==> src/rtl/cpu_pkg.sv <==
// Shared core definitions: M-extension op encodings, decode constants and the
// multiply/divide unit state type.
package cpu_pkg;

   localparam int unsigned FUNCT3_W = 3;
   localparam int unsigned OPCODE_W = 7;
   localparam int unsigned FUNCT7_W = 7;

   // funct3 encodings of the eight RV32M operations
   localparam logic [FUNCT3_W-1:0] F3_MUL    = 3'b000;
   localparam logic [FUNCT3_W-1:0] F3_MULH   = 3'b001;
   localparam logic [FUNCT3_W-1:0] F3_MULHSU = 3'b010;
   localparam logic [FUNCT3_W-1:0] F3_MULHU  = 3'b011;
   localparam logic [FUNCT3_W-1:0] F3_DIV    = 3'b100;
   localparam logic [FUNCT3_W-1:0] F3_DIVU   = 3'b101;
   localparam logic [FUNCT3_W-1:0] F3_REM    = 3'b110;
   localparam logic [FUNCT3_W-1:0] F3_REMU   = 3'b111;

   // Decode fields the controller matches to raise start
   localparam logic [OPCODE_W-1:0] OPCODE_OP     = 7'b0110011;
   localparam logic [FUNCT7_W-1:0] FUNCT7_MULDIV = 7'b0000001;

   typedef enum logic [1:0] {
      MD_IDLE = 2'd0,
      MD_CALC = 2'd1,
      MD_FIX  = 2'd2,
      MD_DONE = 2'd3
   } md_state_t;

endpackage

==> src/rtl/muldiv_unit.sv <==
// Iterative RV32M multiply/divide unit: one product/quotient bit per cycle,
// sign fix-up in a final cycle, held result with a one-cycle done pulse.
module muldiv_unit
   import cpu_pkg::*;
#(
   parameter int unsigned XLEN = 32
) (
   input  logic                clk,
   input  logic                rst,
   input  logic                start,
   input  logic                kill,
   input  logic [FUNCT3_W-1:0] funct3,
   input  logic [XLEN-1:0]     ReadData1,
   input  logic [XLEN-1:0]     ReadData2,
   output logic                busy,
   output logic                done,
   output logic [XLEN-1:0]     result
);

   localparam int unsigned CW = $clog2(XLEN + 1);
   localparam int unsigned PW = 2 * XLEN;

   md_state_t state, state_next;
   logic busy_next, done_next;

   logic [CW-1:0]       count;
   logic [FUNCT3_W-1:0] op;
   logic                sign1, sign2;
   logic [XLEN-1:0]     opa, opb;
   logic [PW-1:0]       acc;
   logic [XLEN-1:0]     quo;
   logic [XLEN-1:0]     rem;

   // Input decode
   logic            sgn1_in, sgn2_in, neg1_in, neg2_in;
   logic [XLEN-1:0] abs1_in, abs2_in;
   logic            div_zero, div_ovf, special, accept;
   logic [XLEN-1:0] special_result;

   // Iteration datapath
   logic [XLEN:0]   mul_sum;
   logic [PW-1:0]   acc_step;
   logic [XLEN:0]   div_shift, div_diff;
   logic            div_take;
   logic [XLEN-1:0] rem_step, quo_step;

   // Sign fix-up
   logic [PW-1:0]   prod_fix;
   logic [XLEN-1:0] quo_fix, rem_fix, fix_result;

   // Operand signedness, magnitudes and the bypass special cases
   always_comb begin
      sgn1_in = (funct3 == F3_MULH) || (funct3 == F3_MULHSU) ||
                (funct3 == F3_DIV)  || (funct3 == F3_REM);
      sgn2_in = (funct3 == F3_MULH) || (funct3 == F3_DIV) || (funct3 == F3_REM);
      neg1_in = sgn1_in && ReadData1[XLEN-1];
      neg2_in = sgn2_in && ReadData2[XLEN-1];
      abs1_in = neg1_in ? XLEN'(-ReadData1) : ReadData1;
      abs2_in = neg2_in ? XLEN'(-ReadData2) : ReadData2;
      div_zero = funct3[2] && (ReadData2 == '0);
      div_ovf  = ((funct3 == F3_DIV) || (funct3 == F3_REM)) &&
                 (ReadData1 == {1'b1, {(XLEN-1){1'b0}}}) &&
                 (ReadData2 == '1);
      special  = div_zero || div_ovf;
      if (div_zero)
         special_result = funct3[1] ? ReadData1 : '1;
      else
         special_result = funct3[1] ? '0 : ReadData1;
      accept = start && !kill && ((state == MD_IDLE) || (state == MD_DONE));
   end

   // One shift-add multiply step and one restoring divide step
   always_comb begin
      mul_sum   = {1'b0, acc[PW-1:XLEN]} + (acc[0] ? {1'b0, opa} : '0);
      acc_step  = {mul_sum, acc[XLEN-1:1]};
      div_shift = {rem, quo[XLEN-1]};
      div_diff  = div_shift - {1'b0, opb};
      div_take  = !div_diff[XLEN];
      rem_step  = div_take ? div_diff[XLEN-1:0] : div_shift[XLEN-1:0];
      quo_step  = {quo[XLEN-2:0], div_take};
   end

   // Apply result signs and pick the requested half/quantity
   always_comb begin
      prod_fix = (sign1 ^ sign2) ? PW'(-acc) : acc;
      quo_fix  = (sign1 ^ sign2) ? XLEN'(-quo) : quo;
      rem_fix  = sign1 ? XLEN'(-rem) : rem;
      case (op)
         F3_MUL:                     fix_result = prod_fix[XLEN-1:0];
         F3_MULH, F3_MULHSU, F3_MULHU: fix_result = prod_fix[PW-1:XLEN];
         F3_DIV, F3_DIVU:            fix_result = quo_fix;
         default:                    fix_result = rem_fix;
      endcase
   end

   // State register
   always_ff @(posedge clk) begin
      if (rst) state <= MD_IDLE;
      else     state <= state_next;
   end

   // Next-state logic; kill always wins over start
   always_comb begin
      state_next = state;
      case (state)
         MD_IDLE, MD_DONE: begin
            if (kill || !start) state_next = MD_IDLE;
            else if (special)   state_next = MD_DONE;
            else                state_next = MD_CALC;
         end
         MD_CALC: begin
            if (kill)                    state_next = MD_IDLE;
            else if (count == CW'(1))    state_next = MD_FIX;
         end
         MD_FIX: begin
            if (kill) state_next = MD_IDLE;
            else      state_next = MD_DONE;
         end
         default: state_next = MD_IDLE;
      endcase
   end

   // Status outputs for the coming state
   always_comb begin
      busy_next = 1'b0;
      done_next = 1'b0;
      if ((state_next == MD_CALC) || (state_next == MD_FIX)) busy_next = 1'b1;
      if (state_next == MD_DONE)                             done_next = 1'b1;
   end

   // Registered status outputs
   always_ff @(posedge clk) begin
      if (rst) begin
         busy <= 1'b0;
         done <= 1'b0;
      end else begin
         busy <= busy_next;
         done <= done_next;
      end
   end

   // Operand latch, iteration accumulators and result register
   always_ff @(posedge clk) begin
      if (rst) begin
         count  <= '0;
         op     <= '0;
         sign1  <= 1'b0;
         sign2  <= 1'b0;
         opa    <= '0;
         opb    <= '0;
         acc    <= '0;
         quo    <= '0;
         rem    <= '0;
         result <= '0;
      end else if (accept) begin
         count <= CW'(XLEN);
         op    <= funct3;
         sign1 <= neg1_in;
         sign2 <= neg2_in;
         opa   <= abs1_in;
         opb   <= abs2_in;
         acc   <= {{XLEN{1'b0}}, abs2_in};
         quo   <= abs1_in;
         rem   <= '0;
         if (special) result <= special_result;
      end else if ((state == MD_CALC) && !kill) begin
         count <= count - CW'(1);
         if (op[2]) begin
            rem <= rem_step;
            quo <= quo_step;
         end else begin
            acc <= acc_step;
         end
      end else if ((state == MD_FIX) && !kill) begin
         result <= fix_result;
      end
   end

endmodule

==> config.mk <==
export PLATFORM = sky130hd
export DESIGN_NAME = muldiv_unit
export DESIGN_NICKNAME = d
export VERILOG_FILES = /design/src/rtl/cpu_pkg.sv /design/src/rtl/muldiv_unit.sv
export SDC_FILE = /design/constraint.sdc
export NUM_CORES = 1
export LEC_CHECK = 0
export CELL_PAD_IN_SITES_DETAIL_PLACEMENT = 1
export CELL_PAD_IN_SITES_GLOBAL_PLACEMENT = 1
export CORE_ASPECT_RATIO = 1.4
export CORE_MARGIN = 5
export CORE_UTILIZATION = 47
export CTS_BUF_LIST = sky130_fd_sc_hd__clkbuf_2
export DETAILED_ROUTE_END_ITERATION = 7
export GPL_ROUTABILITY_DRIVEN = 0
export PLACE_DENSITY_LB_ADDON = 0.25
export SETUP_SLACK_MARGIN = 0.1
export SLEW_MARGIN = 25
export SYNTH_ARGS = -nofsm -noshare
export SYNTH_HDL_FRONTEND = slang
export SYNTH_SLANG_ARGS = --single-unit
==> constraint.sdc <==
create_clock -name clk -period 4.3 [get_ports clk]
set_input_delay 0.86 -clock clk [delete_from_list [all_inputs] [get_ports clk]]
set_output_delay 0.86 -clock clk [all_outputs]
set_load 0.05 [all_outputs]
==> Word level (Yosys, flattened, before mapping) <==
Cells that the tools add are included.
{ "op_classes": {"n_addsub": 8, "n_eq_ne": 21, "n_mux": 31, "bitwise_logic": 2, "n_reduce_logical": 37} }
{ "op_table": {"columns": ["cell", "n"], "rows": [
  ["two-way mux 32 bit", 19],
  ["negator 32 bit", 4],
  ["case mux 32 bit (3 select lines)", 1],
  ["equality test 32 bit, second input constant", 2],
  ["two-way mux 64 bit", 1],
  ["negator 64 bit", 1],
  ["adder 32 x 32 -> 33 bit", 1],
  ["subtractor 33 x 32 -> 33 bit", 1],
  ["zero test 32 bit", 1],
  ["equality test 3 bit, second input constant", 4],
  ["two-way mux 6 bit", 2],
  ["logical OR 1 bit", 10],
  ["two-way mux 2 bit", 5],
  ["equality test 3 x 2 -> 1 bit, second input constant", 3],
  ["logical AND 1 bit", 9],
  ["equality test 2 bit, second input constant", 4],
  ["AND reduction 2 bit", 4],
  ["equality test 3 x 1 -> 1 bit, second input constant", 2],
  ["equality test 6 x 1 -> 1 bit, second input constant", 1],
  ["case mux 2 bit (3 select lines)", 1],
  ["nonzero test 2 bit", 3],
  ["OR reduction 2 bit", 3],
  ["subtractor 6 x 1 -> 6 bit, second input constant", 1],
  ["equality test 2 x 1 -> 1 bit, second input constant", 2],
  ["10 further kinds", 14]
]} }
{ "totals": {"ff_bits": 239, "inputBits": 71, "output_inout_bits": 34, "elab_cells": 114} }

==> Longest topological paths before layout <==
Gate-level depths: netlist of run 1.
{ "depth": {"ltp_word": 11, "depth_mapped": 15} }

==> Least setup slack after synthesis of run 1 <==
No wires, ideal clock.
{ "synth_timing": {"path_type": "input-to-reg", "startpoint": "input port ReadData2[24]", "endpoint": "register result[29]", "setup_time_ps": 92, "arrival_time_ps": 3356, "path_slack_ps": 852, "stages": 11, "path_cell_list": "or4_1 -> or4_1 -> or2_2 -> nor3_2 -> buf_2 -> nand2_1 -> a21oi_1 -> a21oi_1 -> o211ai_1 -> nor3_1 -> nor4_1"} }
{ "synth_via": {"elab_chain_len": 5} }
{ "synth_rtl": {"columns": ["element", "line", "rtl"], "rows": [
  ["start, declared", "muldiv_unit.sv:14", "input logic [XLEN-1:0] ReadData2,"],
  ["equality test 32 bit / zero test 32 bit (equally long branches)", "muldiv_unit.sv:63, muldiv_unit.sv:60", null],
  ["logical AND 1 bit (on tied branches)", "muldiv_unit.sv:62, muldiv_unit.sv:60", null],
  ["logical OR 1 bit / two-way mux 32 bit (equally long branches)", "muldiv_unit.sv:64, muldiv_unit.sv:65", null],
  ["inequality test 2 bit (no line) / two-way mux 32 bit (equally long branches)", null, null],
  ["AND reduction 3 bit (no line) / two-way mux 32 bit (equally long branches)", null, null],
  ["end signal, assigned", "muldiv_unit.sv:165", "if (special) result <= special_result;"],
  ["end signal, assigned", "muldiv_unit.sv:175", "result <= fix_result;"],
  ["end, declared", "muldiv_unit.sv:17", "output logic [XLEN-1:0] result"]
]} }
Several ways; a longest one is shown, not always the timed one. The select of a mux whose other input is x is not followed.
A chain may end at the register's enable or synchronous reset.

==> Worst setup path after layout of run 1 <==
{ "layout_timing": {"startpoint": "register quo[31]", "endpoint": "register rem[0]"} }
{ "layout_via": {"elab_chain_len": 2} }
{ "layout_rtl": {"columns": ["element", "line", "rtl"], "rows": [
  ["start, declared", "muldiv_unit.sv:31", "logic [XLEN-1:0] quo;"],
  ["start signal, assigned", "muldiv_unit.sv:163", "quo <= abs1_in;"],
  ["start signal, assigned", "muldiv_unit.sv:170", "quo <= quo_step;"],
  ["subtractor 33 x 32 -> 33 bit", "muldiv_unit.sv:77", "div_diff = div_shift - {1'b0, opb};"],
  ["two-way mux 32 bit (*)", "muldiv_unit.sv:79", "rem_step = div_take ? div_diff[XLEN-1:0] : div_shift[XLEN-1:0];"],
  ["end signal, assigned", "muldiv_unit.sv:169", "rem <= rem_step;"],
  ["end, declared", "muldiv_unit.sv:32", "logic [XLEN-1:0] rem;"]
]} }
Every way passes the cells marked *; elsewhere a longest branch is shown, timed or not.

==> impl_table.tex, run 1 <==
\begin{tabular}{lr}
\hline
Metric & Value \\
\hline
\multicolumn{2}{l}{\textbf{Yosys}} \\
\quad Synth Warn \# & 0 \\
\quad Combinational family with the most area after synthesis & compound AO/OA/AOI/OAI gates \\
\quad Area of the mapped netlist & 17800 um2 \\
\quad Average cell area after synthesis & about 7.7 um2 \\
\quad Adder-Cell Fraction of Synth Area & 0.0706 \\
\quad Sequential element share of the synthesized area & 0.268 \\
\quad Area fraction in compound gates after synthesis & 0.275 \\
\quad Number of enable-type register cells in the synthesized netlist & 0 \\
\quad Proportion of synthesized area in mux cells & 0.0416 \\
\quad Top flip-flop cell by instance count after synthesis & dfxtp\_1 \\
\quad Share of the synthesized netlist area taken by xor and xnor gates & 0.110 \\
\quad Number of synthesized register bits & around 240 \\
\quad Fraction of registers with async set/reset & 0 \\
\quad Net count after synthesis & roughly 2500 \\
\quad Number of cells produced by synthesis & between 2000 and 2500 \\
\quad Share of synthesized cell area in and, or, nand and nor gates & 0.187 \\
\quad Number of unique standard cell types used by synthesis & 71 \\
\multicolumn{2}{l}{\textbf{STA}} \\
\quad Worst Setup Slack, final & approximately 360 ps \\
\quad Final critical delay including setup and external delays & roughly 3900 ps \\
\quad Worst hold slack & 453 ps \\
\quad Unrepaired setup endpoints after global routing & no \\
\quad Maximum frequency from static timing analysis & roughly 250 MHz \\
\quad Final worst path period share & 0.917 \\
\quad Count of pins over their slew limit & 0 \\
\quad Setup clock skew after layout & between 60 and 70 ps \\
\quad Number of endpoints with negative hold slack in the final report & 0 \\
\quad Number of failing setup endpoints in the final timing report & 0 \\
\quad Headroom to the max-slew limit & 0.343 \\
\quad Pin slew with the least headroom to its limit & between 900 and 1000 ps \\
\multicolumn{2}{l}{\textbf{Setup path}} \\
\quad Number of buffer and inverter stages on the critical path & 4 \\
\quad Timing startpoint of the critical path & quo[31]\$\_SDFFE\_PP0P\_ \\
\quad Data required, critical path & about 5000 ps \\
\quad Setup crit start kind & register \\
\quad Cell type group with the largest total delay on the critical path & compound AO/OA/AOI/OAI gates \\
\quad CP Max Fanout & 12 \\
\quad Critical Path Slowest Stage Cell & fa\_1 \\
\quad Cell chain of the critical path & inv\_1 > ha\_1 > fa\_1 > nand2b\_1 > a21oi\_1 > o311a\_1 > o2111ai\_1 > o311ai\_0 > buf\_4 > and2\_1 > o211ai\_1 > buf\_12 > nand2\_1 > o211ai\_1 > buf\_4 > a21oi\_1 \\
\quad Startpoint of the most critical register-to-register path & quo[31]\$\_SDFFE\_PP0P\_ \\
\quad Category of the most critical setup path & register to register \\
\quad Crit path largest cell delay & between 400 and 500 ps \\
\quad Data arrival time of the critical path & $\sim$4800 ps \\
\quad Nature of the critical path endpoint & register \\
\multicolumn{2}{l}{\textbf{Detailed routing}} \\
\quad Remaining number of nets flagged by the antenna check after routing & 0 \\
\quad DRC violation count after routing & 0 \\
\quad Number of detailed-route iterations in the first pass & 5 \\
\quad 1st-iter DRT viols & roughly 1300 \\
\quad DR vias & 18512 \\
\quad Per-cell via count in the routed design & approximately 6.3 \\
\quad Routed wire length & 67100 um \\
\quad Post-DR wirelength/cell & $\sim$23 um \\
\multicolumn{2}{l}{\textbf{Clocking}} \\
\quad Number of buffers added by the clock tree synthesis step & between 60 and 70 \\
\quad Number of instances resized during post-cts repair & 0 \\
\quad Clock transition at the register clock pins on the worst setup and hold paths after CTS & 100 ps \\
\quad Clock sink count & 239 \\
\quad Clock buffer depth & 3 \\
\quad Level count of the clock H-tree & 3 \\
\quad CTS tree & built \\
\quad Buffer cell driving the clock tree root & clkbuf\_2 \\
\quad Clock network latency to the later pin of the worst-skew pair & 960 ps \\
\quad CTS Hold Bufs & 0 \\
\quad Setup Fix Bufs, Post-CTS & 0 \\
\multicolumn{2}{l}{\textbf{Power}} \\
\quad Leak pwr & 0.00812 uW \\
\quad Worst-case vdd ir drop & around 0.14 mV \\
\quad Cell area power density & 263 nW/um2 \\
\multicolumn{2}{l}{\textbf{Finish}} \\
\quad Highest-count cells in the layout ignoring fill and taps & 255 x a21oi\_1, 239 x dfxtp\_1, 193 x nand2\_1, 156 x nor2\_1, 145 x o21ai\_0 \\
\quad Most frequent standard cell in the layout excluding fill and tap cells & a21oi\_1 \\
\quad Fillers & between 4000 and 5000 \\
\quad Layout overhead on the synthesized area & 13.6\% \\
\quad Number of nets in the layout & between 2000 and 3000 \\
\quad Fraction of layout cells with a size suffix above 1 & 0.0882 \\
\quad Post-layout util & 0.540 \\
\multicolumn{2}{l}{\textbf{Place}} \\
\quad Post-placement setup slack & -158 ps \\
\quad Input/output buffers & between 100 and 150 \\
\quad Post-DP HPWL & 51500 um \\
\multicolumn{2}{l}{\textbf{GRT}} \\
\quad Global-route wire length before repair & 105000 um \\
\quad Antenna violations before repair & 2 \\
\quad Total global routing track utilization & 0.311 \\
\quad Remaining global-route overflow & 0 \\
\quad Number of global-route vias before repair & between 15000 and 20000 \\
\quad Largest net degree at the start of global routing & between 80 and 90 \\
\multicolumn{2}{l}{\textbf{Die}} \\
\quad Count of pins on the block boundary & 105 \\
\quad Core area & 37500 um2 \\
\quad Die boundary height & 240 um \\
\quad Die boundary width & 175 um \\
\quad Row cnt & 84 \\
\quad Die ar. & approximately 42000 um2 \\
\quad Effective utilization at floorplan & 0.475 \\
\multicolumn{2}{l}{\textbf{Outcome}} \\
\quad Result of the run & finished clean \\
\multicolumn{2}{l}{\textbf{Job}} \\
\quad Maximum capacitance violations & 0 \\
\multicolumn{2}{l}{\textbf{Min path}} \\
\quad Hold/Removal Path Class & input pin to register \\
\quad Hold Path Origin & rst \\
\hline
\end{tabular}
[layer usage]
layer,up-vias,GRT usage,wire (um)
li1,8676,-,-
met1,9023,0.355,26400
met2,620,0.558,33300
met3,193,0.0445,3390
met4,0,0.174,3910
met5,-,0,0
[power by group]
group | internal [uW] | switching [uW]
combinational | 480 | 712
clock | 673 | 1050
sequential | 2310 | 103
[worst paths after layout]
kind	end	slack, ps	cells after the start
worst max-delay path	rem[0]$_SDFFE_PP0P_	360	16
worst min-delay path	rem[29]$_SDFFE_PP0P_	450	4
worst max register to register	rem[0]$_SDFFE_PP0P_	360	16
worst min register to register	opa[27]$_SDFFE_PP0P_	460	1
[area by class of cell]
class | count | area [um2] | area share
multi-input cells | 1857 | 12200 | 0.604
flip-flops and latches | 239 | 4780 | 0.236
repair buffers | 188 | 1760 | 0.0867
well taps | 473 | 592 | 0.0292
clock buffers | 86 | 430 | 0.0212
inverters | 75 | 282 | 0.0139
clock inverters | 28 | 168 | 0.00828
diodes | 2 | 5.00 | 0.000247
[synth_stat cells, types with 34 or more instances]
| cell | instances | share of area |
|---|---|---|
| nand2_1 | 194 | 0.041 |
| inv_1 | 75 | 0.016 |
| nand3_1 | 34 | 0.0095 |
| clkbuf_1 | 127 | 0.027 |
| ha_1 | 75 | 0.053 |
| mux2i_1 | 74 | 0.042 |
| a21o_1 | 49 | 0.021 |
| nor2_1 | 159 | 0.033 |
| dfxtp_1 | 239 | 0.27 |
| a21boi_0 | 64 | 0.027 |
| xnor2_1 | 102 | 0.050 |
| o31ai_1 | 36 | 0.015 |
| and2_1 | 42 | 0.015 |
| nor4_1 | 41 | 0.014 |
| o21ai_0 | 145 | 0.041 |
| a31oi_1 | 45 | 0.016 |
| a21oi_1 | 255 | 0.072 |
| nor3_1 | 64 | 0.018 |
| xor2_1 | 121 | 0.059 |
[sequential cells by signal, indices dropped and copies added, names as in the netlist]
name / flops
acc: 64
opa: 32
opb: 32
quo: 32
rem: 32
result: 32
count: 6
op: 3
state: 2
busy: 1
done: 1
sign1: 1
sign2: 1
[tightest hold or removal path, stage by stage]
cell,delay (ps)
buf_4,120
nor2_2,170
o21ai_0,130
a21oi_1,50
[per-stage QoR]
stage	cells	total power [uW]	instance area [um2]	TNS (ps)
floorplan	2318	3180	17800	0
global placement	2832	3580	19700	-16.1
detailed placement	2832	3620	19700	-1650
CTS	2946	5360	20300	0
global route	2948	5590	20300	0
finish	2948	5330	20300	0
[cell families after synthesis]
kind of cell             Yosys count
flip-flops                       239
XOR/XNOR                         223
multiplexers                      74
adder cells (fa/ha/maj)          105
AO/OA/AOI/OAI                    781
buffers and inverters            222
AND/OR/NAND/NOR                  674
(Power assumes the default switching activity.)
==> inputs of run 2 (changes only) <==
--- a/config.mk
+++ b/config.mk
@@ -15,7 +15,6 @@
 export GPL_ROUTABILITY_DRIVEN = 0
 export PLACE_DENSITY_LB_ADDON = 0.25
 export SETUP_SLACK_MARGIN = 0.1
-export SLEW_MARGIN = 25
 export SYNTH_ARGS = -nofsm -noshare
 export SYNTH_HDL_FRONTEND = slang
 export SYNTH_SLANG_ARGS = --single-unit
==> results of run 2 <==
Final layout, timing and power as in run 1 (identical DEF).
==> inputs of run 3 (changes only) <==
--- a/config.mk
+++ b/config.mk
@@ -13,8 +13,11 @@
 export CTS_BUF_LIST = sky130_fd_sc_hd__clkbuf_2
 export DETAILED_ROUTE_END_ITERATION = 7
 export GPL_ROUTABILITY_DRIVEN = 0
+export MAX_ROUTING_LAYER = met4
 export PLACE_DENSITY_LB_ADDON = 0.25
+export REMOVE_ABC_BUFFERS = 1
 export SETUP_SLACK_MARGIN = 0.1
+export SLEW_MARGIN = 5
 export SYNTH_ARGS = -nofsm -noshare
 export SYNTH_HDL_FRONTEND = slang
 export SYNTH_SLANG_ARGS = --single-unit
==> run 3 against run 2 <==
Against the previous run:
- clock power shrank 7%
- critical path type unchanged
- die area is the same
- cell count shrank 0.47%
==> impl_table.tex, run 3 (synthesis gave the netlist of run 1 again) <==
\begin{tabular}{lr}
\hline
Metric & Value \\
\hline
\multicolumn{2}{l}{\textbf{Outcome}} \\
\quad Result of the run & finished clean \\
\multicolumn{2}{l}{\textbf{Clocking}} \\
\quad Number of buffers added by the clock tree synthesis step & 66 \\
\quad Clock buffer depth & 3 \\
\quad Setup Fix Bufs, Post-CTS & 0 \\
\quad Buffer cell driving the clock tree root & clkbuf\_2 \\
\quad Clock transition at the register clock pins on the worst setup and hold paths after CTS & about 120 ps \\
\quad Clock network latency to the later pin of the worst-skew pair & just under 1000 ps \\
\quad CTS Hold Bufs & 0 \\
\quad CTS tree & built \\
\quad Number of instances resized during post-cts repair & 0 \\
\quad Level count of the clock H-tree & 3 \\
\quad Clock sink count & 239 \\
\multicolumn{2}{l}{\textbf{Detailed routing}} \\
\quad DR vias & 18672 \\
\quad Detail Route met3 WL & around 3600 um \\
\quad Highest routed layer & met4 \\
\quad Wire length on met2 & about 33000 um \\
\quad Number of detailed-route iterations in the first pass & 7 \\
\quad DRC violation count after routing & 0 \\
\quad Post-DR wirelength/cell & between 20 and 25 um \\
\quad Met1 WL & approximately 27000 um \\
\quad 1st-iter DRT viols & around 1300 \\
\quad Per-cell via count in the routed design & $\sim$6.4 \\
\quad Remaining number of nets flagged by the antenna check after routing & 0 \\
\quad Routed wire length & slightly below 70000 um \\
\multicolumn{2}{l}{\textbf{Power}} \\
\quad Switching part of the total & 0.360 \\
\quad Internal portion of total power & roughly 3300 uW \\
\quad Worst-case vdd ir drop & between 0.15 and 0.2 mV \\
\quad Combinational cell fraction of total power & 0.228 \\
\quad Leak pwr & slightly above 0.008 uW \\
\quad Clk pwr share & 0.309 \\
\quad Cell area power density & about 260 nW/um2 \\
\quad Sequential fraction of design power & 0.463 \\
\quad Total net switching power & around 1900 uW \\
\multicolumn{2}{l}{\textbf{Die}} \\
\quad Die boundary width & 175 um \\
\quad Count of pins on the block boundary & about 110 \\
\quad Core area & about 38000 um2 \\
\quad Row cnt & 84 \\
\quad Effective utilization at floorplan & 0.475 \\
\quad Die ar. & between 40000 and 50000 um2 \\
\quad Die boundary height & roughly 240 um \\
\multicolumn{2}{l}{\textbf{STA}} \\
\quad Setup clock skew after layout & 97.3 ps \\
\quad Unrepaired setup endpoints after global routing & no \\
\quad Headroom to the max-slew limit & 0.345 \\
\quad Maximum frequency from static timing analysis & 260 MHz \\
\quad Final critical delay including setup and external delays & between 3000 and 4000 ps \\
\quad Number of endpoints with negative hold slack in the final report & 0 \\
\quad Number of failing setup endpoints in the final timing report & 0 \\
\quad Pin slew with the least headroom to its limit & slightly below 1000 ps \\
\quad Final worst path period share & 0.895 \\
\quad Count of pins over their slew limit & 0 \\
\quad Worst hold slack & between 400 and 500 ps \\
\multicolumn{2}{l}{\textbf{GRT}} \\
\quad Antenna violations before repair & 1 \\
\quad Number of global-route vias before repair & between 15000 and 20000 \\
\quad Largest net degree at the start of global routing & slightly below 90 \\
\quad Remaining global-route overflow & 0 \\
\quad Global-route wire length before repair & between 100000 and 150000 um \\
\quad Total global routing track utilization & 0.324 \\
\multicolumn{2}{l}{\textbf{Finish}} \\
\quad Register with the most flip-flops & acc \\
\quad Layout overhead on the synthesized area & 13.0\% \\
\quad Largest register FFs & 64 \\
\quad Most frequent standard cell in the layout excluding fill and tap cells & a21oi\_1 \\
\quad Number of standard cells in the layout, taps in and fillers out & around 2900 \\
\quad Fraction of layout cells with a size suffix above 1 & 0.0834 \\
\quad Highest-count cells in the layout ignoring fill and taps & 255 x a21oi\_1, 239 x dfxtp\_1, 193 x nand2\_1, 156 x nor2\_1, 145 x o21ai\_0 \\
\quad Number of nets in the layout & 2566 \\
\multicolumn{2}{l}{\textbf{Setup path}} \\
\quad Crit path largest cell delay & 760 ps \\
\quad Cell mode on critical path & o31ai\_1 \\
\quad Data required, critical path & between 5000 and 6000 ps \\
\quad Setup crit start kind & register \\
\quad Category of the most critical setup path & register to register \\
\quad Number of buffer and inverter stages on the critical path & 1 \\
\quad Cell type group with the largest total delay on the critical path & compound AO/OA/AOI/OAI gates \\
\quad Nature of the critical path endpoint & register \\
\quad Timing startpoint of the critical path & acc[0]\$\_SDFFE\_PP0P\_ \\
\quad Startpoint of the most critical register-to-register path & acc[0]\$\_SDFFE\_PP0P\_ \\
\quad Cell chain of the critical path & buf\_4 > and2\_1 > ha\_1 > nand4\_1 > nor2\_1 > nand3\_1 > o31ai\_1 > a41oi\_1 > o31ai\_1 > xor2\_1 > nand2\_1 > a21oi\_1 \\
\quad Critical Path Slowest Stage Cell & dfxtp\_1 \\
\quad Data arrival time of the critical path & between 4000 and 5000 ps \\
\quad CP Max Fanout & 21 \\
\multicolumn{2}{l}{\textbf{Place}} \\
\quad Post-DP HPWL & just over 50000 um \\
\quad Placed cell count & roughly 2800 \\
\quad Input/output buffers & 104 \\
\multicolumn{2}{l}{\textbf{Min path}} \\
\quad Hold/Removal Path Class & register to register \\
\quad Hold Path Origin & opa[26]\$\_SDFFE\_PP0P\_ \\
\multicolumn{2}{l}{\textbf{Job}} \\
\quad Maximum capacitance violations & 0 \\
\hline
\end{tabular}
run 3: power by group through the flow:
stage | clock network (uW) | logic, uW | registers, uW
finish | 1610 | 1190 | 2410
global route | 1760 | 1280 | 2420
CTS | 1660 | 1170 | 2410
detailed placement | 0 | 1160 | 2460
global placement | 0 | 1130 | 2450
floorplan | 0 | 722 | 2430
run 3: per-stage QoR:
stage	instance area [um2]	utilization	setup slack (ps)	power [uW]	TNS [ps]
5_1_grt	20100	0.537	211	5470	0
2_1_floorplan	17300	-	-2830	3150	-266780
3_5_place_dp	19600	0.523	-132	3620	-1680
6_report	20100	0.537	451	5210	0
3_3_place_gp	19600	0.523	-72.3	3580	-314
4_1_cts	20100	0.537	479	5240	0
run 3: final timing paths:
check	to	cells past startpoint	slack, ps
worst max-delay path	acc[60]$_SDFFE_PP0P_	12	450
worst min-delay path	opa[26]$_SDFFE_PP0P_	1	460
worst max register to register	acc[60]$_SDFFE_PP0P_	12	450
worst min register to register	opa[26]$_SDFFE_PP0P_	1	460
run 3: layout make-up:
class	instances	area (um2)
fill	4714	17400
multi-input combinational	1857	12200
inverter	75	282
tap	473	592
antenna	2	5.00
clock inverter	20	80.1
sequential	239	4780
clock buffer	89	445
timing repair buffer	179	1710
run 3: metal layers:
layer	up-vias	track usage
met4	0	0.176
li1	8636	-
met1	9204	0.362
met2	610	0.561
met3	222	0.0440
met5	-	-
run 3: worst register-to-register path, stage by stage, from the launching register on:
cell     delay, ps
dfxtp_1        760
buf_4          350
and2_1         170
ha_1           290
nand4_1        180
nor2_1         280
nand3_1        270
o31ai_1        500
a41oi_1        290
o31ai_1        350
xor2_1         180
nand2_1         70
a21oi_1        130
